==> src/rtl/keypad_sync.sv <==
// keypad_sync: front-end keypad stage for the elevator controller.
// Synchronizes 16 raw key lines, debounces press and release, priority-encodes
// the highest active key and emits a one-cycle `pressed` strobe with the key
// code on `buttonBus` once per accepted press.
//
// Optional build macro: KEYPAD_REPEAT_EN
//   defined   - UP (4'hC) / DOWN (4'hD) auto-repeat every REPEAT_CYCLES while held
//   undefined - exactly one strobe per press
//
// state     | meaning
// ----------+-----------------------------------------------------------
// S_IDLE    | no key down, waiting for any active line
// S_DEBOUNCE| candidate code captured, counting stable cycles
// S_HELD    | press accepted, waiting for release (repeat timer if enabled)
// S_RELEASE | all lines low, counting stable release cycles
module keypad_sync #(
  parameter int DEBOUNCE_CYCLES = 16,
  parameter int REPEAT_CYCLES   = 200
) (
  input  logic        clk,
  input  logic        n_rst,
  input  logic [15:0] keys,
  output logic [3:0]  buttonBus,
  output logic        pressed
);

  // Counter is sized for the longer of the two periods so the repeat build
  // and the default build share one register layout.
  localparam int CNT_MAX = (DEBOUNCE_CYCLES > REPEAT_CYCLES) ? DEBOUNCE_CYCLES
                                                             : REPEAT_CYCLES;
  localparam int CW = $clog2(CNT_MAX);
  localparam logic [CW-1:0] DB_LAST = CW'(DEBOUNCE_CYCLES - 1);
`ifdef KEYPAD_REPEAT_EN
  localparam logic [CW-1:0] RP_LAST = CW'(REPEAT_CYCLES - 1);
`endif

  typedef enum logic [1:0] {
    S_IDLE     = 2'd0,
    S_DEBOUNCE = 2'd1,
    S_HELD     = 2'd2,
    S_RELEASE  = 2'd3
  } state_t;

  logic [15:0]   sync1;
  logic [15:0]   ks;
  logic          any;
  logic [3:0]    code;

  state_t        state;
  state_t        state_nx;
  logic [CW-1:0] cnt;
  logic [CW-1:0] cnt_nx;
  logic [3:0]    cap;
  logic [3:0]    cap_nx;
  logic          pressed_nx;
  logic [3:0]    bus_nx;
  logic          rep_key;

  // Two-flop synchronizer on every raw key line.
  always_ff @(posedge clk or negedge n_rst) begin
    if (!n_rst) begin
      sync1 <= '0;
      ks    <= '0;
    end else begin
      sync1 <= keys;
      ks    <= sync1;
    end
  end

  // Priority encoder: the highest set bit wins.
  always_comb begin
    any  = |ks;
    code = 4'h0;
    for (int i = 0; i < 16; i++) begin
      if (ks[i]) code = 4'(i);
    end
  end

  assign rep_key = (cap == 4'hC) || (cap == 4'hD);

  // State, counter, captured code and registered outputs.
  always_ff @(posedge clk or negedge n_rst) begin
    if (!n_rst) begin
      state     <= S_IDLE;
      cnt       <= '0;
      cap       <= 4'h0;
      pressed   <= 1'b0;
      buttonBus <= 4'h0;
    end else begin
      state     <= state_nx;
      cnt       <= cnt_nx;
      cap       <= cap_nx;
      pressed   <= pressed_nx;
      buttonBus <= bus_nx;
    end
  end

  // Next-state, counter and capture logic.
  always_comb begin
    state_nx = state;
    cnt_nx   = cnt;
    cap_nx   = cap;
    case (state)
      S_IDLE: begin
        if (any) begin
          state_nx = S_DEBOUNCE;
          cap_nx   = code;
          cnt_nx   = '0;
        end
      end
      S_DEBOUNCE: begin
        if (!any || (code != cap)) begin
          // Going through IDLE lets a higher key restart debounce next cycle.
          state_nx = S_IDLE;
          cnt_nx   = '0;
        end else if (cnt == DB_LAST) begin
          state_nx = S_HELD;
          cnt_nx   = '0;
        end else begin
          cnt_nx = cnt + 1'b1;
        end
      end
      S_HELD: begin
        if (!any) begin
          state_nx = S_RELEASE;
          cnt_nx   = '0;
        end
`ifdef KEYPAD_REPEAT_EN
        else if ((code == cap) && rep_key) begin
          if (cnt == RP_LAST) cnt_nx = '0;
          else                cnt_nx = cnt + 1'b1;
        end
`endif
      end
      S_RELEASE: begin
        if (any) begin
          state_nx = S_HELD;
          cnt_nx   = '0;
        end else if (cnt == DB_LAST) begin
          state_nx = S_IDLE;
          cnt_nx   = '0;
        end else begin
          cnt_nx = cnt + 1'b1;
        end
      end
      default: begin
        state_nx = S_IDLE;
        cnt_nx   = '0;
        cap_nx   = 4'h0;
      end
    endcase
  end

  // Strobe decode; outputs idle at zero whenever no event is emitted.
  always_comb begin
    pressed_nx = 1'b0;
    bus_nx     = 4'h0;
    case (state)
      S_DEBOUNCE: begin
        if (any && (code == cap) && (cnt == DB_LAST)) begin
          pressed_nx = 1'b1;
          bus_nx     = cap;
        end
      end
`ifdef KEYPAD_REPEAT_EN
      S_HELD: begin
        if (any && (code == cap) && rep_key && (cnt == RP_LAST)) begin
          pressed_nx = 1'b1;
          bus_nx     = cap;
        end
      end
`endif
      default: begin
        pressed_nx = 1'b0;
        bus_nx     = 4'h0;
      end
    endcase
  end

endmodule

==> config.mk <==
export PLATFORM = sky130hd
export DESIGN_NAME = keypad_sync
export DESIGN_NICKNAME = d
export VERILOG_FILES = /design/src/rtl/keypad_sync.sv
export SDC_FILE = /design/constraint.sdc
export NUM_CORES = 1
export LEC_CHECK = 0
export BUFFER_PORTS_ARGS = -buffer_cell sky130_fd_sc_hd__buf_4
export CAP_MARGIN = 40
export CORE_MARGIN = 5
export CORE_UTILIZATION = 57
export CTS_BUF_LIST = sky130_fd_sc_hd__clkbuf_8 sky130_fd_sc_hd__clkbuf_16
export DETAILED_ROUTE_END_ITERATION = 7
export PLACE_DENSITY = 0.78
export SLEW_MARGIN = 15
export SYNTH_ARGS = -nofsm -noshare
export SYNTH_HDL_FRONTEND = slang
export SYNTH_SLANG_ARGS = --single-unit
==> constraint.sdc <==
create_clock -name clk -period 3.6 [get_ports clk]
set_input_delay 0.72 -clock clk [delete_from_list [all_inputs] [get_ports clk]]
set_output_delay 0.72 -clock clk [all_outputs]
set_load 0.03 [all_outputs]
Yosys cells after proc, flatten, opt, wreduce, memory -nomap -nowiden
Index checks and enable logic that the tools add are counted.
- $add $sub $neg: 1
- multiply operators: 0
- divide/modulo/power cells: 0
- magnitude comparators: 0
- equal/unequal tests: 10
- shifts and indexed selects: 0
- mux-type cells: 32
- bitwise gates (word level): 0
- reduce and logical (&&, ||, !) cells: 9
- operator list (operator ; count):
    $mux W4 ; 16
    $mux W8 ; 5
    $pmux W8 S4 ; 1
    $reduce_or A16 Y1 ; 1
    $mux W2 ; 6
    $add A8 B1 Y8 const B ; 1
    $eq A8 B4 Y1 const B ; 1
    $pmux W2 S4 ; 1
    $ne A3 B3 Y1 const B ; 2
    $eq A2 B2 Y1 const B ; 2
    $eq A4 B4 Y1 ; 1
    $ne A2 B2 Y1 const B ; 2
    $ne A4 B4 Y1 ; 1
    $reduce_and A2 Y1 ; 2
    $reduce_and A4 Y1 ; 1
    $mux W1 ; 3
    $eq A2 B1 Y1 const B ; 1
    $logic_and A1 B1 Y1 ; 2
    $logic_not A2 Y1 ; 1
    $logic_not A1 Y1 ; 1
    $logic_or A1 B1 Y1 ; 1
- register bits after elaboration: 51
- bits in latches: 0
- memory bits (writable): 0
- ROM bits: 0
- input bits: 18
- output and inout bits: 5
- word-level logic and storage cells: 59
- memories: 0

Logic depth before layout (Yosys ltp)
Gate-level depths: netlist (run 1).
- word-level depth: 20
- depth in mapped cells: 8
- depth with buffers taken out: 8

Worst setup path after synthesis (run 1)
OpenSTA, ideal clock, no wires.
- kind: register to register
- from: reg ks[7]
- to: reg buttonBus[0]
- library setup time: 72 ps
- arrival time: 2560 ps
- required time: 3528 ps
- slack: 968 ps
- cell stages (with the launch flop): 9
- path buffers: 1
- clock period less this slack: 2632 ps
- cells stage by stage: dfrtp_1 or4_4 nor4b_2 a21oi_1 o31a_1 or4_1 buf_2 or3_4 nor2_1
- longest elaborated chain between the ends: 14
- elaborated cells between the ends (all ways): 15
- those cells by class: eq/ne (1); mux (11); reduce/logical (3)
- ends and longest elaborated chain (item ; RTL line ; RTL):
    from (decl) ; 45 ; logic [15:0] ks;
    from (signal assigned) ; 66 ; ks <= sync1;
    $mux W4 (9 in a row) ; 75 ; if (ks[i]) code = 4'(i);
    $eq A4 B4 Y1 ; 160 ; if (any && (code == cap) && (cnt == DB_LAST)) begin
    $logic_and A1 B1 Y1 (*) (2 in a row) ; 160 ;
    $mux W4 (*) ; 160 ;
    $mux W4 (*) ; 158 ; case (state)
    net bus_nx[0] ; 56 ; logic [3:0] bus_nx;
    to (signal assigned) ; 94 ; buttonBus <= bus_nx;
    to (decl) ; 23 ; output logic [3:0] buttonBus,
Mark *: on every way through the listed nets, which the timed path passes. The rest lies on a longest branch.
A chain may end at the register's enable or synchronous reset.

Worst setup path in the final report (run 1)
- from: reg ks[7]
- to: reg cnt[3]
- longest elaborated chain between the ends: 13
- elaborated cells between the ends (all ways): 19
- those cells by class: eq/ne (3); mux (12); reduce/logical (4)
- ends and longest elaborated chain (item ; RTL line ; RTL):
    $mux W4 (9 in a row) ; 75 ;
    $ne A4 B4 Y1 ; 112 ; if (!any || (code != cap)) begin
    $logic_or A1 B1 Y1 ; 112 ;
    $mux W8 ; 112 ;
    $pmux W8 S4 ; 103 ; case (state)
    to (signal assigned) ; 91 ; cnt <= cnt_nx;
    to (decl) ; 51 ; logic [CW-1:0] cnt;
Parallel ways exist; a longest one is shown, timed or not.

==> impl_metrics.json, run 1 <==
{
  "use_met2_pct": 24.55,
  "postLayoutSetupSlackWorst_ps": 676.6,
  "synth_top_area_share_pct": 62.20,
  "yosysUniqueCellTypes": 38,
  "setup_tns_ps": 0,
  "cts_tree": "yes",
  "die_h_um": 70,
  "grt.overflow.total": 0,
  "powerDensity_nw_per_um2": 508.8,
  "ant_nets": 0,
  "diodes": 0,
  "period_minus_slack_ps": 2923,
  "synth_fp_nets": 199,
  "preCtsSetupSlack_ps": 739.2,
  "slew_headroom_pct": 50.33,
  "ys_ff_latch": 51,
  "worst_ir_drop_vdd_mv": 0.3873,
  "syn_inst": 180,
  "place_congestion": 0.8973,
  "max_cap_violations": 0,
  "mostFrequentLayoutCells": "dfrtp_1 (51), buf_4 (23), nor2_1 (19)",
  "grt_use_met3_pct": 4.304,
  "worstHoldPathType": "register to register",
  "arrival_ps": 3170,
  "dpl.cell_count": 244,
  "final_cell_area_sq_um": 2360,
  "clk_pin_slew_ps": 100,
  "detail_route.vias_per_cell": 5.750,
  "start_util_pct": 60.07,
  "numCtsBuffers": 5,
  "die_w_um": 70,
  "nets": 224,
  "antenna_found_initial": 0,
  "firstDrtPassIters": 4,
  "grt_max_degree": 52,
  "num_vias": 1449,
  "finalCritPeriodShare_pct": 81.21,
  "slew_violations": 0,
  "worstMarginPinSlew_ps": 726.3,
  "fp.coreArea_sq_um": 3416,
  "wl_um": 3501,
  "synth-compound-area-share_pct": 15.91,
  "skew_ps": 11.49,
  "synth_area_leaders": "dfrtp_1 (62%), nor2_1 (3.5%), o21ai_0 (2.2%)",
  "drive_gt1_share_pct": 18.45,
  "endpoint_kind": "register",
  "post_cts_buffers": 0,
  "syn_area_sq_um": 2052,
  "ys_seq_area_share_pct": 62.20,
  "hold_viol_final": 0,
  "grt_usage_pct": 15.73,
  "cp-start-kind": "register",
  "status": "complete, no violations",
  "grt.busiest_layer": "met2",
  "num_rows": 21,
  "cts_root_buffer": "clkbuf_8",
  "cts_hold_buf": 0,
  "pin_count": 23,
  "yosys.area.top_type": "dfrtp_1",
  "synthMuxAreaShare_pct": 0.4878,
  "wl_per_cell_um": 13.89,
  "io_buffers": 22,
  "synthToLayoutAreaGrowth_pct": 15.00,
  "insertion_delay_ps": 300,
  "drt_iter0_drc": 94,
  "gr-usage-met1_pct": 19.87,
  "path_class": "register to register",
  "rsz0062_at_grt": "no",
  "synth-simple-area-share_pct": 16.89,
  "required_ps": 3850,
  "cp_max_fo": 10,
  "h-tree-depth": 2,
  "final_util_pct": 69.08,
  "yosys_warnings": 0,
  "finalSetupViolations": 0,
  "layout_commonest_cell": "dfrtp_1",
  "ctsLongestPathBuffers": 2,
  "avgSynthCellArea_sq_um": 11.40,
  "synth_xor_area_share_pct": 1.280,
  "grt_pass1_wl_um": 6189,
  "synthAdderAreaFrac_pct": 0.6098,
  "clock.fmax_mhz": 342.1,
  "placed_area_sq_um": 2262,
  "synth_top_family_by_area": "simple AND/OR/NAND/NOR gates",
  "clock-sinks": 51,
  "dp_hpwl_um": 2484,
  "die_area_sq_um": 4900,
  "cts_resized": 0,
  "p_leak_nw": 1.093,
  "drc": 0,
  "fin_cells": 252,
  "grt_pass1_vias": 1431
}
report_power, final:
part | total [W] | internal [W] | switching [W]
combinational | 0.000181 | 0.0000803 | 0.000101
sequential | 0.000681 | 0.000620 | 0.0000615
clock | 0.000338 | 0.000144 | 0.000194
per-layer routing:
| layer | vias to the layer above | wire, um |
|---|---|---|
| met5 | - | 0 |
| met4 | 0 | 85 |
| met3 | 10 | 204 |
| li1 | 700 | - |
| met1 | 691 | 1483 |
| met2 | 48 | 1728 |
area by class of cell:
| type | count | area, sq um |
|---|---|---|
| clock buffer | 5 | 68.82 |
| multi-input combinational | 115 | 721.9 |
| sequential | 51 | 1276 |
| inverter | 9 | 33.78 |
| fill | 251 | 1056 |
| clock inverter | 3 | 28.78 |
| timing repair buffer | 23 | 172.7 |
| tap | 46 | 57.56 |
worst paths after layout:
kind | from | end | slack, ps | cells after the start
min | sync1[13]$_DFF_PN0_ | ks[13]$_DFF_PN0_ | 360 | 0
max | ks[7]$_DFF_PN0_ | cnt[3]$_DFFE_PN0P_ | 680 | 7
min reg2reg | sync1[13]$_DFF_PN0_ | ks[13]$_DFF_PN0_ | 360 | 0
max in group asynchronous | n_rst | cnt[6]$_DFFE_PN0P_ | 2770 | 1
max reg2reg | ks[7]$_DFF_PN0_ | cnt[3]$_DFFE_PN0P_ | 680 | 7
min in group asynchronous | n_rst | cap[0]$_DFFE_PN0P_ | 420 | 1
cell families after synthesis:
kind of cell | Yosys count
mux | 1
fa+ha+maj | 1
xor+xnor | 3
compound gates | 45
buf+inv | 14
flops | 51
simple gates | 65
cells in the mapped netlist (all sizes together):
cell and count:
a2111oi 3, a211oi 3, a21o 3, a21oi 8
a221o 2, a22o 1, a22oi 1, a31o 2
a32o 3, a32oi 1, and3 3, buf 1
clkbuf 4, dfrtp 51, ha 1, inv 9
mux2i 1, nand2 12, nand2b 4, nand3 4
nor2 19, nor2b 4, nor3 5, nor4 3
nor4b 1, o21a 3, o21ai 9, o21bai 1
o31a 1, o31ai 3, o32ai 1, or3 4
or4 6, xnor2 3
state kept, by name, indices dropped and copies added, names as in the netlist:
name and cells:
state 2, cap 4, ks 16, buttonBus 4
cnt 8, sync1 16, pressed 1
metrics by stage:
stage          power (W)  hold WS (ps)
4_1_cts         0.001206         358.9
5_1_grt         0.001269         371.1
6_report        0.001201         356.5
2_1_floorplan  0.0008115         331.2
3_3_place_gp   0.0008623         331.0
3_5_place_dp   0.0008708         334.7
critical path, stage by stage (launching register included):
cell and delay, ps:
dfrtp_1 420, or4_4 550, nor4b_2 280, a21oi_1 70, o31a_1 280, or4_1 700, a2111oi_1 390, a221o_1 170
No activity file was read; power rests on OpenSTA's default activity.
==> run 2, diff against run 1 <==
--- a/config.mk
+++ b/config.mk
@@ -5,13 +5,14 @@
 export SDC_FILE = /design/constraint.sdc
 export NUM_CORES = 1
 export LEC_CHECK = 0
+export ABC_AREA = 1
 export BUFFER_PORTS_ARGS = -buffer_cell sky130_fd_sc_hd__buf_4
 export CAP_MARGIN = 40
 export CORE_MARGIN = 5
-export CORE_UTILIZATION = 57
+export CORE_UTILIZATION = 51
 export CTS_BUF_LIST = sky130_fd_sc_hd__clkbuf_8 sky130_fd_sc_hd__clkbuf_16
 export DETAILED_ROUTE_END_ITERATION = 7
-export PLACE_DENSITY = 0.78
+export PLACE_DENSITY = 0.74
 export SLEW_MARGIN = 15
 export SYNTH_ARGS = -nofsm -noshare
 export SYNTH_HDL_FRONTEND = slang
==> constraint.sdc (replaced) <==
create_clock -name clk -period 2.5 [get_ports clk]
set_input_delay 0.5 -clock clk [delete_from_list [all_inputs] [get_ports clk]]
set_output_delay 0.5 -clock clk [all_outputs]
set_load 0.03 [all_outputs]
==> run 2 against run 1 <==
Register-to-register slack got worse by 20 ps; clock skew shrank 7.1 ps; clock power rose by 43%; worst hold slack worse by 160 ps; clock-buffer cell count increased by 1; wire length decreased by 16%; first-iteration DRC count fell by 26%; final cell count is 9.5% higher; non-clock buffer count shrank 1; core utilization fell by 9.2 points; critical path type unchanged; largest power group unchanged.
==> impl_metrics.json, run 2 <==
{
  "reg2reg_slack_ps": 660,
  "cp-start-kind": "register",
  "path_common_cell": "nand2_1",
  "grt_pass1_vias": 1276,
  "path_class": "register to register",
  "rsz0062_at_grt": "no",
  "firstDrtPassIters": 4,
  "cts_resized": 0,
  "worst_ir_drop_vdd_mv": 0.5174,
  "clock-sinks": 51,
  "grt_usage_pct": 13.82,
  "required_ps": 2700,
  "skew_ps": 4.386,
  "pin_count": 23,
  "insertion_delay_ps": 300,
  "drive_gt1_share_pct": 23.89,
  "avgSynthCellArea_sq_um": 10.37,
  "path_cells": "ha_1 -> nand2_1 -> nor2_2 -> nand4_2 -> inv_1 -> nor2_1 -> a31oi_1 -> nand3_1 -> nand2_1",
  "seqPwrFrac_pct": 53.3,
  "cts_hold_buf": 0,
  "synth_ff_type": "dfrtp_1",
  "dpl.cell_count": 268,
  "antenna_found_initial": 0,
  "ys_ff_latch": 51,
  "yosys-top-cells-count": "dfrtp_1 (51), nand2_1 (47), inv_1 (24), nor2_1 (14), nand3_1 (13)",
  "diodes": 0,
  "die_area_sq_um": 5349,
  "drt_iter0_drc": 70,
  "final_util_pct": 59.85,
  "largestRegisters": "ks: 16 flops, sync1: 16 flops, cnt: 8 flops",
  "post_cts_buffers": 0,
  "multiInputGateArea_sq_um": 648.1,
  "internal-power_w": 0.001241,
  "fin_cells": 276,
  "grt_pass1_wl_um": 5540,
  "grt_max_degree": 52,
  "max_cap_violations": 0,
  "syn_area_sq_um": 2033,
  "slew_headroom_pct": 59.74,
  "yosys_warnings": 0,
  "finalSetupViolations": 0,
  "mostFrequentLayoutCells": "dfrtp_1 (51), nand2_1 (47), inv_1 (24)",
  "nets": 244,
  "power_frac_comb_pct": 19.5,
  "h-tree-depth": 2,
  "io_buffers": 22,
  "cts_tree": "yes",
  "synth_edf_count": 0,
  "yosys.area.top_type": "dfrtp_1",
  "endpoint_kind": "register",
  "powerDensity_nw_per_um2": 754.0,
  "drc": 0,
  "synthToLayoutAreaGrowth_pct": 16.06,
  "die_h_um": 73.14,
  "status": "complete, no violations",
  "cts_root_buffer": "clkbuf_8",
  "power.share.clock_pct": 27.2,
  "ctsLongestPathBuffers": 2,
  "cp_max_fo": 8,
  "async_reset_ff_share_pct": 100.0,
  "clock.fmax_mhz": 542.2,
  "worstMarginPinSlew_ps": 603.9,
  "clk_pin_slew_ps": 90,
  "worstHoldPathType": "input port to asynchronous set/reset pin",
  "hold_viol_final": 0,
  "p_leak_nw": 1.214,
  "synth_area_leaders": "dfrtp_1 (63%), nand2_1 (8.7%), inv_1 (4.4%)",
  "post-synth-top-count-cell": "dfrtp_1",
  "num_vias": 1291,
  "fp.coreArea_sq_um": 3943,
  "setup_tns_ps": 0,
  "start_util_pct": 51.57,
  "regArea_sq_um": 1276,
  "grt.overflow.total": 0,
  "dp_hpwl_um": 2137,
  "ys_seq_area_share_pct": 62.77,
  "ant_nets": 0,
  "wl_per_cell_um": 10.63,
  "period_minus_slack_ps": 1844,
  "syn_inst": 196,
  "switching_share_pct": 30.24,
  "detail_route.vias_per_cell": 4.678,
  "arrival_ps": 2040,
  "finalCritPeriodShare_pct": 73.77,
  "fillerInstances": 332,
  "layout_commonest_cell": "dfrtp_1",
  "synth_top_area_share_pct": 62.77,
  "num_rows": 23,
  "wl_um": 2933,
  "crit_slowest_cell": "dfrtp_1",
  "slew_violations": 0,
  "die_w_um": 73.14,
  "critPathMaxStageDelay_ps": 420,
  "synth_fp_nets": 215,
  "yosysUniqueCellTypes": 25,
  "p_sw_w": 0.0005380,
  "place_congestion": 0.8131,
  "numCtsBuffers": 5
}
==> run 2: cell types whose count changed in the layout (fill, tap and decap cells not counted), sizes merged, moves of 5 or more <==
cell	change
nand3	+12
or4	-6
nand2	+41
xor2	+5
a21oi	-6
inv	+19
==> run 2: power groups by stage <==
stage | combinational (W) | sequential, W | clock (W)
after floorplan | 0.000268 | 0.000950 | 0
after global placement | 0.000344 | 0.000961 | 0
after detailed placement | 0.000352 | 0.000964 | 0
after CTS | 0.000352 | 0.000948 | 0.000500
after global routing | 0.000404 | 0.000958 | 0.000539
final | 0.000346 | 0.000948 | 0.000485
==> run 2: worst paths after layout <==
kind                                   endpoint  cells after the start               start
max                        state[1]$_DFFE_PN0P_                      9  cnt[0]$_DFFE_PN0P_
min                          sync1[4]$_DFF_PN0_                      1               n_rst
max reg2reg                state[1]$_DFFE_PN0P_                      9  cnt[0]$_DFFE_PN0P_
min reg2reg                     ks[1]$_DFF_PN0_                      0  sync1[1]$_DFF_PN0_
max in group asynchronous    sync1[1]$_DFF_PN0_                      1               n_rst
min in group clk            sync1[11]$_DFF_PN0_                      1            keys[11]
==> run 2: per-layer routing <==
metal | vias to the layer above | part of all wire, % | GRT usage, %
li1 | 665 | - | -
met1 | 595 | 44 | 16.83
met2 | 24 | 48 | 21.95
met3 | 7 | 5.6 | 4.545
met4 | 0 | 2.3 | 6.762
met5 | - | 0 | 0
==> run 2: cells by family after synthesis <==
kind of cell | synth area share [%]
simple gates | 26.28
flops | 62.77
buf+inv | 5.354
compound gates | 2.831
xor+xnor | 2.154
fa+ha+maj | 0.6153
==> run 2: worst max-delay path, delay by kind of cell (launching register included) <==
family	cells	cell delay [ps]
AOI/OAI and AO/OA	1	200
adders and majority gates	1	210
buffers and inverters	1	70
DFF	1	420
and+or+nand+nor	6	840
==> run 2: cell type report <==
| type | instances | area share (%) |
|---|---|---|
| Multi-Input combinational cell | 116 | 27.47 |
| Timing Repair Buffer | 22 | 6.999 |
| Sequential cell | 51 | 54.08 |
| Inverter | 29 | 4.613 |
| Clock buffer | 6 | 3.499 |
| Clock inverter | 2 | 0.6893 |
| Tap cell | 50 | 2.651 |
==> run 2: per-stage QoR <==
stage / cell area [sq um] / hold WS (ps) / power (W) / worst slack (ps)
6_report: 2360 / 192.7 / 0.001779 / 655.7
5_1_grt: 2360 / 252.8 / 0.001901 / 452.8
4_1_cts: 2360 / 225.0 / 0.001800 / 687.7
3_5_place_dp: 2261 / 334.7 / 0.001316 / 710.4
3_3_place_gp: 2261 / 333.3 / 0.001305 / 765.8
2_1_floorplan: 2033 / 204.4 / 0.001217 / 899.0
==> run 3, diff against run 2 <==
--- a/config.mk
+++ b/config.mk
@@ -9,10 +9,10 @@
 export BUFFER_PORTS_ARGS = -buffer_cell sky130_fd_sc_hd__buf_4
 export CAP_MARGIN = 40
 export CORE_MARGIN = 5
-export CORE_UTILIZATION = 51
+export CORE_UTILIZATION = 56
 export CTS_BUF_LIST = sky130_fd_sc_hd__clkbuf_8 sky130_fd_sc_hd__clkbuf_16
 export DETAILED_ROUTE_END_ITERATION = 7
-export PLACE_DENSITY = 0.74
+export PLACE_DENSITY = 0.77
 export SLEW_MARGIN = 15
 export SYNTH_ARGS = -nofsm -noshare
 export SYNTH_HDL_FRONTEND = slang
==> constraint.sdc (replaced) <==
create_clock -name clk -period 1.86 [get_ports clk]
set_input_delay 0.372 -clock clk [delete_from_list [all_inputs] [get_ports clk]]
set_output_delay 0.372 -clock clk [all_outputs]
set_load 0.03 [all_outputs]
==> run 3 against run 2 <==
Clock skew is essentially flat; global-route usage rose by 1.8 points; highest routed layer unchanged; via count increased by 5.2%; clock power increased by 62%; combinational power grew 51%; critical path type unchanged; critical path depth grew 1; fmax grew 5.4%; die area is 7.7% lower; final cell count is 0.36% higher; cell area grew 4.7%; sequential power grew 35%.
==> impl_metrics.json, run 3 (same netlist as run 2, synthesis figures left out) <==
{
  "status": "complete, no violations",
  "h-tree-depth": 2,
  "layout_commonest_cell": "dfrtp_1",
  "finalCritPeriodShare_pct": 94.03,
  "clock-sinks": 51,
  "synthToLayoutAreaGrowth_pct": 21.48,
  "grt.overflow.total": 0,
  "multiInputGateArea_sq_um": 703.2,
  "num_vias": 1358,
  "die_w_um": 70.26,
  "io_buffers": 22,
  "firstDrtPassIters": 6,
  "fillerInstances": 240,
  "start_util_pct": 59.52,
  "switching_share_pct": 29.54,
  "detail_route.vias_per_cell": 4.903,
  "worstHoldPathType": "input port to asynchronous set/reset pin",
  "mostFrequentLayoutCells": "dfrtp_1 (51), nand2_1 (47), buf_4 (27)",
  "endpoint_kind": "register",
  "slew_headroom_pct": 60.87,
  "regArea_sq_um": 1276,
  "die_h_um": 70.26,
  "dpl.cell_count": 264,
  "ctsLongestPathBuffers": 2,
  "grt_max_degree": 52,
  "finalSetupViolations": 0,
  "numCtsBuffers": 5,
  "nets": 249,
  "path_class": "register to register",
  "final_cell_area_sq_um": 2470,
  "grt_pass1_vias": 1363,
  "worst_ir_drop_vdd_mv": 0.6482,
  "powerDensity_nw_per_um2": 1050,
  "wl_um": 3472,
  "num_rows": 21,
  "internal-power_w": 0.001827,
  "seqPwrFrac_pct": 49.5,
  "die_area_sq_um": 4936,
  "cts_hold_buf": 0,
  "max_cap_violations": 0,
  "postLayoutSetupSlackWorst_ps": 111.0,
  "fp.coreArea_sq_um": 3416,
  "required_ps": 2050,
  "wl_per_cell_um": 12.53,
  "final_util_pct": 72.31,
  "power_frac_comb_pct": 20.2,
  "p_sw_w": 0.0007657,
  "cts_tree": "yes",
  "drive_gt1_share_pct": 28.57,
  "drt_iter0_drc": 84,
  "reg2reg_from": "ks[13]$_DFF_PN0_",
  "grt_pass1_wl_um": 5989,
  "largestRegisters": "ks: 16 flops, sync1: 16 flops, cnt: 8 flops",
  "skew_ps": 4.126,
  "drc": 0,
  "p_leak_nw": 1.263,
  "antenna_found_initial": 0,
  "pin_count": 23,
  "worstSetupStartpoint": "ks[13]$_DFF_PN0_",
  "cp-start-kind": "register",
  "cp_max_fo": 3,
  "fin_cells": 277,
  "preCtsSetupSlack_ps": 5.955,
  "cts_root_buffer": "clkbuf_8",
  "setup_tns_ps": 0,
  "clk_pin_slew_ps": 90,
  "slew_violations": 0,
  "period_minus_slack_ps": 1749,
  "hold_viol_final": 0,
  "grt_usage_pct": 15.59,
  "dp_hpwl_um": 2520,
  "power.share.clock_pct": 30.3,
  "insertion_delay_ps": 300,
  "arrival_ps": 1940,
  "worstMarginPinSlew_ps": 586.9,
  "diodes": 0,
  "ant_nets": 0,
  "place_congestion": 0.8747,
  "clock.fmax_mhz": 571.8,
  "placed_area_sq_um": 2256
}
-- run 3: final timing paths --
check | cells past startpoint | to | slack (ps)
worst max-delay path | 10 | state[0]$_DFFE_PN0P_ | 110
worst min-delay path | 1 | cap[3]$_DFFE_PN0P_ | 70
worst max register to register | 10 | state[0]$_DFFE_PN0P_ | 110
worst min register to register | 0 | ks[5]$_DFF_PN0_ | 350
max in group asynchronous | 1 | cnt[2]$_DFFE_PN0P_ | 1390
min in group clk | 1 | sync1[0]$_DFF_PN0_ | 170
-- run 3: power by group through the flow --
stage / clock [W] / combinational, W / sequential (W)
after floorplan: 0 / 0.000360 / 0.00128
after global placement: 0 / 0.000456 / 0.00129
after detailed placement: 0 / 0.000488 / 0.00130
after CTS: 0.000808 / 0.000496 / 0.00128
after global routing: 0.000863 / 0.000591 / 0.00129
final: 0.000787 / 0.000523 / 0.00128
-- run 3: worst max-delay path, stage by stage (launching register included) --
cell	delay, ps
dfrtp_1	420
nor2_4	160
nand3_4	100
nor2_4	140
nor2_1	50
nor2_1	120
nand4_2	130
nor2_4	160
nand4_1	170
nand3_1	140
nand2_1	60
-- run 3: layout make-up --
| cell class | count | area share [%] |
|---|---|---|
| inverters | 29 | 4.407 |
| clock buffers | 6 | 3.343 |
| repair buffers | 27 | 8.207 |
| clock inverters | 2 | 1.570 |
| multi-input cells | 116 | 28.47 |
| well taps | 46 | 2.330 |
| flip-flops and latches | 51 | 51.67 |
-- run 3: timing repair --
| item | 4_1_cts | 5_1_grt |
|---|---|---|
| setup endpoints to repair | 1 | 11 |
| setup buffers | 0 | 5 |
| gates resized for setup | 1 | 9 |
| pin swaps | 0 | 2 |
-- run 3: metrics by stage --
step,hold slack (ps),power [W]
after floorplan,76.41,0.001636
after CTS,89.78,0.002579
after global placement,332.9,0.001743
after global routing,133.1,0.002747
after detailed placement,334.7,0.001783
final,73.31,0.002592
-- run 3: per-layer routing --
metal	part of all wire, %	global-route usage (%)	wire (um)
met1	40	18.16	1387
met2	53	25.88	1838
met3	4.7	4.304	162
met4	2.4	8.511	84
met5	0	0	0
